==> src/rtl/jedro_1_ifu.sv <==
// -----------------------------------------------------------------------------
// jedro_1_ifu -- instruction fetch unit for the jedro_1 core.
//
// Owns the fetch PC, issues word reads over a req/gnt/rvalid memory interface,
// buffers returned words (with their PCs) in a small FIFO and hands them to the
// decoder through a valid/ready handshake. Jumps and taken branches redirect
// the fetch stream; words already in flight for the old stream are counted and
// discarded when they return.
//
// Ports:
//   clk_i, rstn_i       clock, asynchronous active-low reset
//   instr_req_o         fetch request to instruction memory
//   instr_addr_o        word-aligned fetch address (held while req && !gnt)
//   instr_gnt_i         memory accepted the request this cycle
//   instr_rvalid_i      read data valid (one per grant, in order)
//   instr_rdata_i       returned instruction word
//   dec_instr_o         instruction at the FIFO head
//   dec_pc_o            PC of dec_instr_o
//   dec_valid_o         FIFO head is valid
//   dec_ready_i         decoder consumes the head when dec_valid_o is high
//   jmp_instr_i         redirect strobe (single cycle)
//   jmp_addr_i          redirect target
//   misaligned_o        one-cycle pulse (cycle after the strobe) for a
//                       redirect target with addr[1:0] != 0
// -----------------------------------------------------------------------------
module jedro_1_ifu #(
    parameter logic [31:0] BOOT_ADDR = 32'h0000_0000,
    parameter int          DEPTH     = 2
) (
    input  logic        clk_i,
    input  logic        rstn_i,

    output logic        instr_req_o,
    output logic [31:0] instr_addr_o,
    input  logic        instr_gnt_i,
    input  logic        instr_rvalid_i,
    input  logic [31:0] instr_rdata_i,

    output logic [31:0] dec_instr_o,
    output logic [31:0] dec_pc_o,
    output logic        dec_valid_o,
    input  logic        dec_ready_i,

    input  logic        jmp_instr_i,
    input  logic [31:0] jmp_addr_i,
    output logic        misaligned_o
);

    localparam int          PW  = (DEPTH > 1) ? $clog2(DEPTH) : 1;
    // Counters hold values up to DEPTH; two spare bits keep sums safe.
    localparam int          CW  = $clog2(DEPTH) + 2;
    localparam logic [31:0] NOP = 32'h0000_0013;

    typedef enum logic [1:0] {
        ST_BOOT,
        ST_RUN,
        ST_REDIRECT
    } state_e;

    state_e          state_q, state_d;
    logic [31:0]     addr_q, addr_d;
    logic [31:0]     target_q, target_d;
    logic            hold_q, hold_d;
    logic [CW-1:0]   outstanding_q, outstanding_d;
    logic [CW-1:0]   discard_q, discard_d;
    logic [CW-1:0]   count_q, count_d;
    logic [PW-1:0]   rd_ptr_q, rd_ptr_d;
    logic [PW-1:0]   wr_ptr_q, wr_ptr_d;
    logic [31:0]     rd_pc_q, rd_pc_d;
    logic            misaligned_q, misaligned_d;

    logic [31:0]     instr_mem_q [DEPTH];
    logic [31:0]     pc_mem_q    [DEPTH];

    logic            grant;
    logic            pop;
    logic            drop;
    logic            push;
    logic            jmp_ok;
    logic            jmp_bad;
    logic            req_stalled;
    logic [CW-1:0]   credit;

    // ------------------------------------------------------------------
    // Handshake decode
    // ------------------------------------------------------------------
    assign dec_valid_o  = (count_q != '0);
    assign dec_instr_o  = instr_mem_q[rd_ptr_q];
    assign dec_pc_o     = pc_mem_q[rd_ptr_q];
    assign instr_addr_o = addr_q;
    assign misaligned_o = misaligned_q;

    assign pop    = dec_valid_o & dec_ready_i;
    // A word popped this cycle frees its slot for a request raised now.
    assign credit = count_q + outstanding_q - CW'(pop);

    // Once a request is up it stays up (hold_q) until granted, whatever the
    // credit or redirect situation.
    assign instr_req_o = (state_q != ST_BOOT) && (hold_q || (credit < CW'(DEPTH)));
    assign grant       = instr_req_o & instr_gnt_i;
    assign req_stalled = instr_req_o & ~instr_gnt_i;

    assign drop    = instr_rvalid_i & (discard_q != '0);
    assign push    = instr_rvalid_i & ~drop;
    assign jmp_ok  = jmp_instr_i & (jmp_addr_i[1:0] == 2'b00);
    assign jmp_bad = jmp_instr_i & (jmp_addr_i[1:0] != 2'b00);

    // ------------------------------------------------------------------
    // Next-state logic
    // ------------------------------------------------------------------
    always_comb begin
        state_d       = state_q;
        addr_d        = addr_q;
        target_d      = target_q;
        hold_d        = req_stalled;
        outstanding_d = outstanding_q + CW'(grant) - CW'(instr_rvalid_i);
        discard_d     = discard_q - CW'(drop);
        count_d       = count_q + CW'(push) - CW'(pop);
        rd_ptr_d      = rd_ptr_q;
        wr_ptr_d      = wr_ptr_q;
        rd_pc_d       = rd_pc_q;
        misaligned_d  = jmp_bad;

        if (state_q == ST_BOOT) begin
            state_d = ST_RUN;
        end

        if (grant) begin
            if (state_q == ST_REDIRECT) begin
                // The held pre-redirect request has gone out; resume at target.
                addr_d  = target_q;
                state_d = ST_RUN;
            end else begin
                addr_d = addr_q + 32'd4;
            end
        end

        if (push) begin
            wr_ptr_d = wr_ptr_q + PW'(1);
            rd_pc_d  = rd_pc_q + 32'd4;
        end
        if (pop) begin
            rd_ptr_d = rd_ptr_q + PW'(1);
        end

        // An aligned redirect overrides everything above: flush the FIFO and
        // throw away every word of the old stream still to come back,
        // including a request that is still waiting for its grant.
        if (jmp_ok) begin
            discard_d = outstanding_d + CW'(req_stalled);
            count_d   = '0;
            rd_ptr_d  = '0;
            wr_ptr_d  = '0;
            rd_pc_d   = jmp_addr_i;
            if (req_stalled) begin
                target_d = jmp_addr_i;
                state_d  = ST_REDIRECT;
            end else begin
                addr_d  = jmp_addr_i;
                state_d = ST_RUN;
            end
        end
    end

    // ------------------------------------------------------------------
    // Control registers
    // ------------------------------------------------------------------
    always_ff @(posedge clk_i or negedge rstn_i) begin
        if (!rstn_i) begin
            state_q       <= ST_BOOT;
            addr_q        <= BOOT_ADDR;
            target_q      <= BOOT_ADDR;
            hold_q        <= 1'b0;
            outstanding_q <= '0;
            discard_q     <= '0;
            count_q       <= '0;
            rd_ptr_q      <= '0;
            wr_ptr_q      <= '0;
            rd_pc_q       <= BOOT_ADDR;
            misaligned_q  <= 1'b0;
        end else begin
            state_q       <= state_d;
            addr_q        <= addr_d;
            target_q      <= target_d;
            hold_q        <= hold_d;
            outstanding_q <= outstanding_d;
            discard_q     <= discard_d;
            count_q       <= count_d;
            rd_ptr_q      <= rd_ptr_d;
            wr_ptr_q      <= wr_ptr_d;
            rd_pc_q       <= rd_pc_d;
            misaligned_q  <= misaligned_d;
        end
    end

    // ------------------------------------------------------------------
    // FIFO storage. Reset to NOP/BOOT_ADDR so the decoder outputs show
    // defined values while the FIFO is empty after reset. A word pushed in
    // a redirect cycle is written but becomes unreachable via the pointer
    // reset, which is what flushes it.
    // ------------------------------------------------------------------
    always_ff @(posedge clk_i or negedge rstn_i) begin
        if (!rstn_i) begin
            for (int i = 0; i < DEPTH; i++) begin
                instr_mem_q[i] <= NOP;
                pc_mem_q[i]    <= BOOT_ADDR;
            end
        end else if (push) begin
            instr_mem_q[wr_ptr_q] <= instr_rdata_i;
            pc_mem_q[wr_ptr_q]    <= rd_pc_q;
        end
    end

endmodule
==> config.mk <==
export PLATFORM = sky130hd
export DESIGN_NAME = jedro_1_ifu
export DESIGN_NICKNAME = d
export VERILOG_FILES = /design/src/rtl/jedro_1_ifu.sv
export SDC_FILE = /design/constraint.sdc
export NUM_CORES = 1
export LEC_CHECK = 0
export CAP_MARGIN = 10
export CORE_MARGIN = 8
export CORE_UTILIZATION = 55
export CTS_CLUSTER_DIAMETER = 150
export DETAILED_ROUTE_END_ITERATION = 6
export MAX_ROUTING_LAYER = met4
export PLACE_DENSITY_LB_ADDON = 0.05
export REMOVE_ABC_BUFFERS = 1
export SYNTH_ARGS = -nofsm -noshare
export SYNTH_HDL_FRONTEND = slang
export SYNTH_SLANG_ARGS = --single-unit
==> constraint.sdc <==
create_clock -name clk_i -period 9.7 [get_ports clk_i]
set_input_delay 1.94 -clock clk_i [delete_from_list [all_inputs] [get_ports clk_i]]
set_output_delay 1.94 -clock clk_i [all_outputs]
set_load 0.01 [all_outputs]
== After elaboration in Yosys (flattened, before gate mapping) ==
Index checks and enable logic that the tools add are counted.

* Register bits after elaboration: 239
* Latch bits: 0
* Memory bits (writable): 0
* Bits in read-only memories: 0
* Bits of input ports: 70
* Output and inout port bits: 99
* Word-level logic and storage cells: 82
* Memories: 0

* Add/sub/neg operators: 12
* Multiply operators: 0
* Div/mod/pow operators: 0
* Order comparisons: 4
* Equal/unequal tests: 1
* Shift-type cells: 0
* Mux-type cells: 27
* Bitwise logic cells: 11
* Reduce and logical (&&, ||, !) cells: 12

{| class="wikitable"
|+ Operator list
! operator !! number
|-
| $mux W32 || 13
|-
| $bwmux W64 || 2
|-
| $add A32 B3 Y32 const B || 2
|-
| $demux W32 S1 || 1
|-
| $sub A3 B1 Y3 || 4
|-
| $mux W2 || 5
|-
| $add A3 B1 Y3 || 3
|-
| $reduce_bool A2 Y1 || 4
|-
| $and A1 B1 Y1 || 7
|-
| $mux W3 || 2
|-
| $reduce_bool A3 Y1 || 2
|-
| $ge A2 B2 Y1 const B || 2
|-
| $logic_not A2 Y1 || 2
|-
| $mux W1 || 4
|-
| $not A1 Y2 || 2
|-
| $add A3 B3 Y3 || 1
|-
| $lt A3 B2 Y1 const B || 1
|-
| $add A1 B1 Y1 const B || 2
|-
| $eq A2 B2 Y1 const B || 1
|-
| $logic_and A1 B1 Y1 || 2
|-
| $lt A2 B1 Y1 const B || 1
|-
| $not A1 Y1 || 2
|-
| $reduce_and A2 Y1 || 1
|-
| $logic_or A1 B1 Y1 || 1
|}

== Logic depth before layout (Yosys ltp) ==
* Depth after elaboration: 11
* Depth in mapped cells: 20

== Worst setup path after synthesis ==
OpenSTA, ideal clock, no wires.

* Kind: input to output
* Start point: input dec_ready_i
* End point: output instr_req_o
* Arrival time: 3.605 ns
* Required time: 7.760 ns
* Slack: 4.155 ns
* Stages on the path: 8
* Path buffers: 0
* Path through: and2_1 > ha_1 > nand2b_1 > fa_1 > xnor2_1 > xnor2_2 > a21oi_1 > nor2_1

* Longest elaborated chain between the ends: 5

{| class="wikitable"
|+ RTL lines
! what !! line !! RTL
|-
| start, declared || 42 || <nowiki>input logic dec_ready_i,</nowiki>
|-
| $and A1 B1 Y1 || 93 || <nowiki>assign pop = dec_valid_o & dec_ready_i;</nowiki>
|-
| $sub A3 B1 Y3 || 95 || <nowiki>assign credit = count_q + outstanding_q - CW'(pop);</nowiki>
|-
| $lt A3 B2 Y1 || 99 || <nowiki>assign instr_req_o = (state_q != ST_BOOT) && (hold_q || (credit < CW'(DEPTH)));</nowiki>
|-
| $logic_or A1 B1 Y1 || 99 ||
|-
| $logic_and A1 B1 Y1 || 99 ||
|-
| end, declared || 33 || <nowiki>output logic instr_req_o,</nowiki>
|}

Every way passes these cells.

== Final worst setup path ==
Ends and elaborated chain as after synthesis.

==> out/results.txt <==
Status -> completed
Post-synth ARST share -> 100.0%
Drt pass-1 iters -> 5
Synth cell types -> 59
Post-CTS Repair Setup Buffers -> 0
Comb power frac -> 42.7%
Max Clock Skew -> 0.01297 ns
CP most frequent cell -> clkdlybuf4s50_1
CP peak stage delay -> 0.55 ns
Synth Register Bits -> 239
Fmax -> 0.1509 GHz
Layout cells sized above 1 -> 26.06%
Skew-Pair Late Insertion Delay -> 0.53 ns
Hold-fix buffers, CTS -> 0
Number of CTS-inserted buffers -> 27
Setup Viol. Count Final -> 0
Fin area -> 0.01430 mm²
Worst-path clk slew -> 0.06 ns
Post-CTS sizing -> 0
CP Max Fanout -> 5
Pleak -> 6.043 nW
Cell Int Power -> 3.214 mW
Hold Crit Class -> flop to flop
Synth-to-Final Area Change -> 24.20%
Setup tns final -> 0 ns
Synthesized area per cell -> 11.73 µm²
CORE AREA -> 0.02076 mm²
# H-tree levels -> 1
IO buf count -> 168
Hold Vio Cnt, Final -> 0
Yosys synthesis warning count -> 0
Largest net degree at the start of global routing -> 102
Crit path capture -> instr_req_o
Post-Syn Instances -> 982
Worst path depth -> 10
Initial antenna violation count -> 0
Bufs and invs on worst path -> 2
FP Rows -> 53
Psw -> 1.649 mW
Crit path DAT -> 4.69 ns
Final Cycle Share -> 68.32%
DIE HEIGHT -> 160.7 µm
DR iter-0 viols -> 557
Most frequent cells in the layout -> 232 x dfrtp_1, 219 x mux2_2, 167 x clkdlybuf4s50_1
Vias per cell -> 5.665
GRT overflow -> 0
DR WL/cell -> 19.02 µm
Pwr/cell area -> 340.0 mW/mm²
Fin crit period -> 6.627 ns
Reg2reg path depth -> 18
CTS tree -> done
Max Slew Vio Count -> 0
Clock group share of total power -> 21.1%
Post-DRT Antenna Nets -> 0
Crit path launch -> dec_ready_i
MaxCap Viol Count -> 0
Final hold slack -> 0.4856 ns
Boundary pin count -> 169
Switching share of total power -> 33.91%
Routed wire length -> 27.21 mm
Reg2reg setup slack -> 5.23 ns
Crit Path Class -> input port to output port
CTS max path bufs -> 3
# diodes -> 0
Synthesized area -> 0.01152 mm²
Crit-path cells -> clkdlybuf4s50_1, and2_1, ha_1, nand2b_1, fa_1, xnor2_1, xnor2_2, a21oi_1, nor2_1, clkdlybuf4s50_1
CP endpoint kind -> output port
Global-route wire length before repair -> 44.17 mm
Rel. slew slack -> 28.35%
FF-to-FF End -> discard_q[1]
Initial Util -> 55.48%
Final nets -> 1,219
Post-synth EDFFs -> 0
DP Area -> 0.01339 mm²
Total GRT Usage -> 21.28%
RSZ-0062 raised after global routing -> no
Tot Pwr -> 4.863 mW
CP Launch Type -> input port
Actual slew at the worst max-slew pin -> 1.075 ns
Seq/Total Area, Yosys -> 52.00%
Area of the die -> 0.02582 mm²
DRC violations left -> 0
VDD IR-drop max -> 0.2650 mV
Die width -> 160.7 µm
DR vias -> 8,101
Reg power frac -> 36.2%
Commonest non-fill, non-tap cell in the layout -> dfrtp_1
Vias in the first global route -> 8,393
Critical path data required time -> 7.76 ns
Clk sinks -> 239
Root Driver -> clkbuf_16
Critical path's slowest cell -> clkdlybuf4s50_1
Critical path's top delay family -> buffers and inverters
Main synth FF type -> dfrtp_1
Critical R2R Launch -> count_q[1]
Placer Congestion -> 0.8030
DP HPWL -> 18.02 mm
[power by group through the flow]
stage          clock network, mW  registers [mW]  logic [mW]
6_report                    1.03            1.76        2.07
3_3_place_gp                   0            1.76        2.05
5_1_grt                     1.09            1.82        2.27
3_5_place_dp                   0            1.77        2.09
4_1_cts                     1.05            1.76        2.10
2_1_floorplan                  0            1.72        1.23
[cell usage after synthesis, drive strengths merged, types with 9 or more instances]
master	count	share of area, %
ha	12	1.3
mux2	219	21
o22ai	10	0.54
xnor2	30	2.3
clkbuf	40	1.3
and3	15	0.83
nand4	16	0.87
a21oi	43	1.9
a21o	9	0.59
buf	15	0.95
nor2	53	1.8
o21ai	50	2.2
xor2	20	1.5
inv	18	0.59
dfrtp	233	51
a31oi	10	0.54
nor2b	10	0.54
nand3	26	1.1
nand2	81	2.7
nor3	9	0.48
[metal layers]
metal | GRT usage, % | routed length [µm] | up-vias
met5 | - | 0 | -
met4 | 5.556 | 587 | 0
met3 | 3.711 | 1381 | 42
met2 | 34.27 | 13080 | 209
met1 | 27.60 | 12150 | 4054
li1 | - | - | 3796
[through the flow]
step | worst slack, ns | utilization (%) | std cells
after global placement | 3.146 | 64.52 | 1380
after floorplan | 1.872 | - | 927
after detailed placement | 3.057 | 64.52 | 1380
after CTS | 3.055 | 68.91 | 1430
after global routing | 2.920 | 68.91 | 1430
final | 3.073 | 68.91 | 1430
[layout make-up]
cell class                 instances  area, µm²
timing repair buffer             178       1762
multi-input combinational        670       5230
tap                              275      344.1
sequential                       239       5989
fill                            1624       6454
clock buffer                      38      787.0
clock inverter                    12      122.6
inverter                          18      67.56
[worst register-to-register path, cell delays in order (launching register included)]
cell,delay (ns)
dfrtp_1,0.40
or3_1,0.40
and2_1,0.22
ha_1,0.29
nand2b_1,0.16
fa_1,0.38
xnor2_1,0.25
xnor2_2,0.19
a21o_1,0.45
inv_1,0.11
ha_1,0.29
inv_1,0.05
ha_1,0.12
inv_1,0.04
fa_1,0.47
inv_1,0.06
ha_1,0.29
nand2_1,0.05
o21ai_0,0.08
[registers in the layout (all words and copies together), names as in the netlist, 3 cells and up]
signal	count
target_q	32
instr_mem_q	64
pc_mem_q	64
instr_addr_o	32
rd_pc_q	32
discard_q	3
outstanding_q	3
count_q	3
[how the worst min path moves through the flow]
stage            startpoint            to  slack, ns  cells after the start
2_1_floorplan  pc_mem_q[24]  pc_mem_q[24]       0.44                      2
3_3_place_gp   pc_mem_q[24]  pc_mem_q[24]       0.46                      2
3_5_place_dp   pc_mem_q[24]  pc_mem_q[24]       0.47                      2
4_1_cts        pc_mem_q[24]  pc_mem_q[24]       0.49                      2
5_1_grt        pc_mem_q[27]  pc_mem_q[27]       0.50                      2
6_report       pc_mem_q[24]  pc_mem_q[24]       0.49                      2
[cell families (layout without fill, tap and decap cells)]
logic type | count (synthesis) | count (layout) | share of synthesized area (%)
flops | 239 | 239 | 52.00
simple gates | 232 | 232 | 10.04
mux | 219 | 219 | 21.41
compound gates | 154 | 154 | 8.007
buf+inv | 73 | 246 | 2.846
xor+xnor | 50 | 50 | 3.868
fa+ha+maj | 15 | 15 | 1.825
Power figures use the tool's default switching activity.
